$ cat config.mk
export PLATFORM = sky130hd
export DESIGN_NAME = sdr_wb_arbiter
export DESIGN_NICKNAME = d
export VERILOG_FILES = /design/src/rtl/sdr_wb_arbiter.sv
export SDC_FILE = /design/constraint.sdc
export NUM_CORES = 1
export LEC_CHECK = 0
export CAP_MARGIN = 20
export CORE_AREA = 5 5 155 157
export DETAILED_ROUTE_END_ITERATION = 6
export DIE_AREA = 0 0 160 162
export PLACE_DENSITY = 0.55
export SLEW_MARGIN = 20
export SYNTH_ARGS = -nofsm -noshare
export SYNTH_HDL_FRONTEND = slang
export SYNTH_SLANG_ARGS = --single-unit
export TNS_END_PERCENT = 50
$ cat constraint.sdc
create_clock -name wb_clk_i -period 5.1 [get_ports wb_clk_i]
set_clock_uncertainty 0.1 [all_clocks]
set_input_delay 0.51 -clock wb_clk_i [delete_from_list [all_inputs] [get_ports wb_clk_i]]
set_output_delay 0.51 -clock wb_clk_i [all_outputs]
set_load 0.005 [all_outputs]
$ cat src/rtl/sdr_wb_arbiter.sv
// rtl/sdr_wb_arbiter.sv - round-robin Wishbone arbiter in front of the SDRAM controller port
module sdr_wb_arbiter #(
   parameter int NUM_M   = 4,
   parameter int AW      = 26,
   parameter int DW      = 32,
   parameter int SW      = DW / 8,
   parameter int TIMEOUT = 255
) (
   input  logic                wb_clk_i,
   input  logic                wb_rst_i,
   input  logic                sdr_init_done,
   input  logic [NUM_M-1:0]    m_cyc_i,
   input  logic [NUM_M-1:0]    m_stb_i,
   input  logic [NUM_M-1:0]    m_we_i,
   input  logic [NUM_M*AW-1:0] m_addr_i,
   input  logic [NUM_M*DW-1:0] m_dat_i,
   input  logic [NUM_M*SW-1:0] m_sel_i,
   output logic [DW-1:0]       m_dat_o,
   output logic [NUM_M-1:0]    m_ack_o,
   output logic [NUM_M-1:0]    m_err_o,
   output logic                s_cyc_o,
   output logic                s_stb_o,
   output logic                s_we_o,
   output logic [AW-1:0]       s_addr_o,
   output logic [DW-1:0]       s_dat_o,
   output logic [SW-1:0]       s_sel_o,
   input  logic [DW-1:0]       s_dat_i,
   input  logic                s_ack_i,
   output logic [NUM_M-1:0]    grant_o,
   output logic                busy_o
);

   localparam int LW = $clog2(NUM_M);
   localparam int WW = (TIMEOUT > 0) ? $clog2(TIMEOUT + 1) : 1;
   localparam logic [WW-1:0] WD_MAX = WW'(TIMEOUT);

   typedef enum logic [1:0] {S_WAIT_INIT, S_IDLE, S_OWN, S_ABORT} state_t;

   state_t            state, state_nxt;
   logic [NUM_M-1:0]  grant_q;
   logic [LW-1:0]     last_q;
   logic [WW-1:0]     wdog_q;
   logic [WW-1:0]     wdog_inc;
   logic [NUM_M-1:0]  err_q;
   logic [NUM_M-1:0]  pick;
   logic [LW-1:0]     pick_idx;
   logic              pick_vld;
   logic              own_cyc, own_stb, own_we;
   logic [AW-1:0]     own_addr;
   logic [DW-1:0]     own_dat;
   logic [SW-1:0]     own_sel;
   logic              is_own;
   logic              wd_count;
   logic              wd_expire;

   assign is_own    = (state == S_OWN);
   assign wd_count  = s_stb_o & ~s_ack_i;
   assign wdog_inc  = (wdog_q == WD_MAX) ? wdog_q : wdog_q + 1'b1;
   assign wd_expire = (TIMEOUT != 0) && wd_count && (wdog_inc == WD_MAX);

   // Round-robin search: first requester above the last owner, then wrap to the bottom
   always_comb begin
      pick_vld = 1'b0;
      pick_idx = '0;
      pick     = '0;
      for (int i = 0; i < NUM_M; i++) begin
         if (!pick_vld && m_cyc_i[i] && (i > int'(last_q))) begin
            pick_vld = 1'b1;
            pick_idx = LW'(i);
            pick[i]  = 1'b1;
         end
      end
      for (int i = 0; i < NUM_M; i++) begin
         if (!pick_vld && m_cyc_i[i] && (i <= int'(last_q))) begin
            pick_vld = 1'b1;
            pick_idx = LW'(i);
            pick[i]  = 1'b1;
         end
      end
   end

   // Owner's request signals selected by the one-hot grant
   always_comb begin
      own_cyc  = 1'b0;
      own_stb  = 1'b0;
      own_we   = 1'b0;
      own_addr = '0;
      own_dat  = '0;
      own_sel  = '0;
      for (int i = 0; i < NUM_M; i++) begin
         if (grant_q[i]) begin
            own_cyc  = m_cyc_i[i];
            own_stb  = m_stb_i[i];
            own_we   = m_we_i[i];
            own_addr = m_addr_i[i*AW +: AW];
            own_dat  = m_dat_i[i*DW +: DW];
            own_sel  = m_sel_i[i*SW +: SW];
         end
      end
   end

   // State register
   always_ff @(posedge wb_clk_i or posedge wb_rst_i) begin
      if (wb_rst_i) state <= S_WAIT_INIT;
      else          state <= state_nxt;
   end

   // Next-state: init is one-shot, owner keeps the port while its cyc stays high
   always_comb begin
      state_nxt = state;
      case (state)
         S_WAIT_INIT: if (sdr_init_done) state_nxt = S_IDLE;
         S_IDLE:      if (pick_vld)      state_nxt = S_OWN;
         S_OWN: begin
            if (!own_cyc)       state_nxt = S_IDLE;
            else if (wd_expire) state_nxt = S_ABORT;
         end
         S_ABORT:     if (!own_cyc)      state_nxt = S_IDLE;
         default:     state_nxt = S_WAIT_INIT;
      endcase
   end

   // Outputs: slave side only driven in OWN; ABORT keeps the grant but silences the port
   always_comb begin
      s_cyc_o  = is_own & own_cyc;
      s_stb_o  = is_own & own_cyc & own_stb;
      s_we_o   = is_own & own_we;
      s_addr_o = is_own ? own_addr : '0;
      s_dat_o  = is_own ? own_dat  : '0;
      s_sel_o  = is_own ? own_sel  : '0;
      m_ack_o  = is_own ? (grant_q & {NUM_M{s_ack_i}}) : '0;
      m_dat_o  = (|grant_q) ? s_dat_i : '0;
      m_err_o  = err_q;
      grant_o  = grant_q;
      busy_o   = (state == S_OWN) || (state == S_ABORT);
   end

   // Grant, round-robin pointer, ack watchdog and error pulse
   always_ff @(posedge wb_clk_i or posedge wb_rst_i) begin
      if (wb_rst_i) begin
         grant_q <= '0;
         last_q  <= LW'(NUM_M - 1);
         wdog_q  <= '0;
         err_q   <= '0;
      end else begin
         if (state == S_IDLE && pick_vld) begin
            grant_q <= pick;
            last_q  <= pick_idx;
         end else if (state_nxt == S_IDLE) begin
            grant_q <= '0;
         end
         if (is_own && wd_count) wdog_q <= wdog_inc;
         else                    wdog_q <= '0;
         if (is_own && state_nxt == S_ABORT) err_q <= grant_q;
         else                                err_q <= '0;
      end
   end

endmodule
Yosys cells after proc, flatten, opt, wreduce, memory -nomap -nowiden
Index checks and enable logic that the tools add are counted.
{"block": "word_totals", "register_bits": 20, "elab_cells": 111}
{"block": "op_classes", "n_addsub": 1, "n_lt_le_gt_ge": 6, "eq_ne": 7, "mux": 60, "n_bitwise": 6, "n_reduce_logical": 26}
{"op": "32-bit two-way mux", "count": 6}
{"op": "26-bit two-way mux", "count": 5}
{"op": "4-bit two-way mux", "count": 9}
{"op": "1-bit two-way mux", "count": 26}
{"op": "2-bit two-way mux", "count": 11}
{"op": "8-bit equality test (second input constant)", "count": 2}
{"op": "1-bit logical AND", "count": 16}
{"op": "8-bit two-way mux", "count": 2}
{"op": "8-bit by 1-bit adder with 8-bit output (second input constant)", "count": 1}
{"op": "2-bit one-hot mux with 4 select lines", "count": 1}
{"op": "2-bit equality test (second input constant)", "count": 3}
{"op": "1-bit logical NOT", "count": 6}
{"op": "1-bit bitwise AND", "count": 4}
{"op": "4-bit bitwise AND", "count": 1}
{"op": "2-bit by 1-bit equality test with 1-bit output (second input constant)", "count": 2}
{"op": "2-bit > comparator (first input constant)", "count": 2}
{"op": "2-bit <= comparator (first input constant)", "count": 2}
{"op": "4-bit OR reduction", "count": 1}
{"op": "1-bit by 2-bit > comparator with 1-bit output (first input constant)", "count": 1}
{"op": "1-bit by 2-bit <= comparator with 1-bit output (first input constant)", "count": 1}
{"op": "2-bit logical NOT", "count": 1}
{"op": "2-bit nonzero test", "count": 1}
{"op": "1-bit logical OR", "count": 1}
{"op": "1-bit inverter", "count": 1}

Longest topological paths before layout
{"block": "depth", "ltp_word": 31, "ltp_mapped": 8, "ltp_nobuf": 6}

Worst setup path after synthesis
Ideal clock, no wire load.
{"block": "synth_timing", "kind": "reg2reg", "start": "register grant_q[1] (netlist: grant_o[1])", "end": "register state[0]", "arrival_time_ps": 2402, "required_ps": 4912, "setup_slack_ps": 2510, "stages_incl_launch_ff": 8, "path_buffers": 2, "path_cell_list": "dfrtp_1 -> buf_6 -> nand3b_1 -> a311o_1 -> or4b_1 -> buf_2 -> or4b_4 -> a211oi_2"}
{"block": "synth_via", "elab_chain_len": 10, "elab_cells_between_ends": 14}
{"element": "from (decl)", "line_no": "40", "text": "logic [NUM_M-1:0] grant_q;"}
{"element": "from (signal assigned)", "line_no": "147", "text": "grant_q <= pick;"}
{"element": "1-bit two-way mux (3 in series)", "line_no": "91", "text": "if (grant_q[i]) begin"}
{"element": "1-bit bitwise AND (2 in series)", "line_no": "126", "text": "s_stb_o = is_own & own_cyc & own_stb;"}
{"element": "1-bit bitwise AND", "line_no": "57", "text": "assign wd_count = s_stb_o & ~s_ack_i;"}
{"element": "1-bit logical AND", "line_no": "59", "text": "assign wd_expire = (TIMEOUT != 0) && wd_count && (wdog_inc == WD_MAX);"}
{"element": "2-bit two-way mux", "line_no": "116", "text": "else if (wd_expire) state_nxt = S_ABORT;"}
{"element": "2-bit two-way mux", "line_no": "115", "text": "if (!own_cyc) state_nxt = S_IDLE;"}
{"element": "2-bit one-hot mux with 4 select lines *", "line_no": "111", "text": "case (state)"}
{"element": "via state_nxt[0]", "line_no": "39", "text": "state_t state, state_nxt;"}
{"element": "to (signal assigned)", "line_no": "105", "text": "else state <= state_nxt;"}
{"element": "to (decl)", "line_no": "39"}
Mark *: on every way through the listed nets, which the timed path passes. The rest lies on a longest branch.
A chain may end at the register's enable or synchronous reset.

Worst setup path in the final report
{"block": "layout_timing", "start": "register grant_q[3] (netlist: grant_o[3])", "end": "output port s_dat_o[5]"}
{"block": "layout_via", "elab_chain_len": 2}
{"element": "32-bit two-way mux", "line_no": "91"}
{"element": "32-bit two-way mux", "line_no": "129", "text": "s_dat_o = is_own ? own_dat : '0;"}
{"element": "to (decl)", "line_no": "25", "text": "output logic [DW-1:0] s_dat_o,"}
Every way passes these cells.

==> summary.json <==
{
  "outcome": "finished, final reports clean",
  "syn2layout_area_growth_pct": 150,
  "core_area_sq_um": 22400,
  "dp_hpwl_um": 18100,
  "ys_top_cells_by_area": "sky130_fd_sc_hd__a221oi_1, sky130_fd_sc_hd__dfrtp_1, sky130_fd_sc_hd__o22ai_1, sky130_fd_sc_hd__nor3_1, sky130_fd_sc_hd__nor2b_1",
  "ir_worst_vdd_v": 0.000200,
  "cp_num_cells": 5,
  "synth-edff-count": 0,
  "multi_input_comb_area_sq_um": 2170,
  "cts-root-buf": "sky130_fd_sc_hd__clkbuf_16",
  "floorplan.die.height_um": 162,
  "antenna_left": 0,
  "routed-via-count": 5053,
  "final_max_slew_viol_count": 0,
  "synth-async-reset-ratio": 1.00,
  "worstSetupEndpointType": "output port",
  "slew_headroom": 0.399,
  "slowest_stage": "sky130_fd_sc_hd__nand2b_2",
  "grt_pass1_wl_um": 32400,
  "port_buffers": 405,
  "cts_buffer_depth": 2,
  "synth_flop_cell": "sky130_fd_sc_hd__dfrtp_1",
  "drc_errors": 0,
  "postLayoutCellArea_sq_um": 7290,
  "setup_total_negative_slack_ns": 0,
  "critical_path.startpoint": "grant_o[3]$_DFFE_PP0P_",
  "crit_family": "buffers and inverters",
  "synthesized_area_sq_um": 2910,
  "worst-r2r-cell-count": 6,
  "starting_density_of_the_core": 0.130,
  "synthDominantAreaCellType": "sky130_fd_sc_hd__a221oi_1",
  "cts_buffers": 3,
  "rsz0062_at_grt": "no",
  "worstMarginPinSlew_ns": 0.901,
  "final.min_clock_period_ns": 3.56,
  "critical-path-max-stage-delay_ns": 0.62,
  "clock_latency_reported_for_the_late_side_of_the_worst_skew_pair_ns": 0.25,
  "grt_overflow_total": 0,
  "grt_antenna_before_repair": 0,
  "final.setup.worst_slack_ns": 1.54,
  "grt_use_total": 0.157,
  "rr_startpoint": "grant_o[1]$_DFFE_PP0P_",
  "startpoint_type": "register",
  "grt_pass1_vias": 5088,
  "io_pins": 406,
  "yosysWarningCount": 0,
  "buffers_inverters_on_critical_path": 2,
  "cp_data_arrival_time_ns": 2.95,
  "detailed_place.area_sq_um": 7200,
  "synth_nets": 715,
  "preCtsSetupSlack_ns": 1.69,
  "end_of_flow_core_utilization": 0.326,
  "crit_chain": "nand2b_2 -> buf_4 -> o22ai_1 -> nor3_1 -> clkdlybuf4s50_1",
  "post_drt_via_cell_ratio": 4.74,
  "worst_hold_path_type": "register to register",
  "worst_hold_startpoint": "last_q[0]$_DFFE_PP1P_",
  "required_ns": 4.49,
  "pwr_density_cell_nw_per_um2": 346,
  "synth.top_cell.area_share": 0.192,
  "report.final.setup_viol": 0,
  "cts.htree.levels": 1,
  "n_antenna_cell": 0,
  "max_cap_viol_count": 0,
  "syn_inst": 418,
  "timing.critical_path.fanout_max": 37,
  "final_hold_viols": 0,
  "largest_net_degree_at_the_start_of_global_routing": 67,
  "routed_length_per_placed_instance_um": 21.1,
  "min_delay_path_depth": 2,
  "postSynthAreaPerCell_sq_um": 6.97,
  "path_class": "register to output port",
  "die_width_um": 160,
  "num-fill-cells": 2396,
  "cts_resized": 0,
  "final_net_count": 1080,
  "drive_above_1_share": 0.0320,
  "synth_seq_cells": 20,
  "design.die.area_sq_um": 25900,
  "synth-seq-area-share": 0.173,
  "clock_sinks": 20,
  "gpl.final_weighted_congestion": 0.864,
  "finalWirelength_um": 22500,
  "firstDrtPassIters": 4,
  "post-cts-setup-buffers": 0,
  "max_clock_freq_ghz": 0.281,
  "ys_types": 48,
  "clock_transition_at_the_register_clock_pins_on_the_worst_setup_and_hold_paths_after_cts_ns": 0.05,
  "leakage_nw": 2.42,
  "finalCritPeriodShare": 0.698,
  "detailedRoute.firstIterationViolations": 372,
  "cts_tree": "done",
  "ctsHoldBuffers": 0,
  "core.rowCount": 55,
  "area_taken_by_flip_flops_and_latches_sq_um": 504
}
[worst min-delay path: stages (launching register included)]
cell,delay [ns]
sky130_fd_sc_hd__dfstp_2,0.40
sky130_fd_sc_hd__nor2_1,0.10
sky130_fd_sc_hd__a31oi_1,0.05
[synth_stat cells (3+ instances only)]
library cell and instances:
sky130_fd_sc_hd__nor2_1 19, sky130_fd_sc_hd__nor2b_1 36, sky130_fd_sc_hd__o21ai_0 10, sky130_fd_sc_hd__a221oi_1 64, sky130_fd_sc_hd__inv_1 15, sky130_fd_sc_hd__clkbuf_1 45
sky130_fd_sc_hd__and2_1 3, sky130_fd_sc_hd__o211ai_1 3, sky130_fd_sc_hd__o22ai_1 65, sky130_fd_sc_hd__a211oi_1 3, sky130_fd_sc_hd__nor3_1 66, sky130_fd_sc_hd__nand2_1 8
sky130_fd_sc_hd__a32o_1 3, sky130_fd_sc_hd__dfrtp_1 18, sky130_fd_sc_hd__and3_1 5, sky130_fd_sc_hd__buf_1 5, sky130_fd_sc_hd__nand3_1 5, sky130_fd_sc_hd__a311oi_1 3
sky130_fd_sc_hd__a21oi_1 4, sky130_fd_sc_hd__a31oi_1 3
[cell families (layout without fill, tap and decap cells)]
group,after synthesis,count (layout),synth area share
flops,20,20,0.173
xor+xnor,2,2,0.00601
mux,1,1,0.00344
fa+ha+maj,1,1,0.00429
buf+inv,68,432,0.0911
simple gates,160,160,0.299
compound gates,166,166,0.423
[per-layer routing]
layer  GRT usage  up-vias  routed length [um]
li1            -     2418                   -
met1       0.189     2311                8810
met2       0.289      316               11500
met3      0.0467        8                2110
met4     0.00978        0                  78
met5           0        -                   0
[state kept, by name (all words and copies together), names as in the netlist]
signal	cells
m_err_o	4
state	2
last_q	2
wdog_q	8
grant_o	4
[cell type report]
| cell class | instances | share of cell area |
|---|---|---|
| flip-flops and latches | 20 | 0.0692 |
| multi-input cells | 330 | 0.298 |
| well taps | 285 | 0.0489 |
| repair buffers | 413 | 0.564 |
| inverters | 15 | 0.00773 |
| clock buffers | 4 | 0.0122 |
[placed cells by master, fill, tap and decap left out, types with 10 or more instances in the layout]
cell                              Yosys  layout
sky130_fd_sc_hd__nor3_1              66      65
sky130_fd_sc_hd__clkdlybuf4s50_1      0     405
sky130_fd_sc_hd__a221oi_1            64      64
sky130_fd_sc_hd__nor2b_1             36      35
sky130_fd_sc_hd__inv_1               15      14
sky130_fd_sc_hd__o21ai_0             10      10
sky130_fd_sc_hd__dfrtp_1             18      17
sky130_fd_sc_hd__o22ai_1             65      65
sky130_fd_sc_hd__nor2_1              19      19
[worst paths after layout]
kind,slack (ns),end
max,1.54,s_dat_o[5]
min,0.45,last_q[0]$_DFFE_PP1P_
max reg2reg,1.94,state[0]$_DFF_PP0_
min reg2reg,0.45,last_q[0]$_DFFE_PP1P_
max in group asynchronous,3.77,grant_o[1]$_DFFE_PP0P_
min in group asynchronous,0.60,m_err_o[0]$_DFF_PP0_
[through the flow]
step,power [mW],instances,hold slack [ns]
final,2.52,1067,0.448
after global routing,2.73,1067,0.481
after CTS,2.55,1067,0.450
after detailed placement,2.36,1063,0.442
after global placement,2.37,1063,0.432
after floorplan,1.26,418,0.372
[report_power, final]
part	total [mW]	switching (mW)	internal, mW
Clock	0.176	0.0570	0.119
Combinational	2.07	1.00	1.07
Sequential	0.272	0.0800	0.192
Total	2.52	1.14	1.38
(Power assumes the default switching activity.)
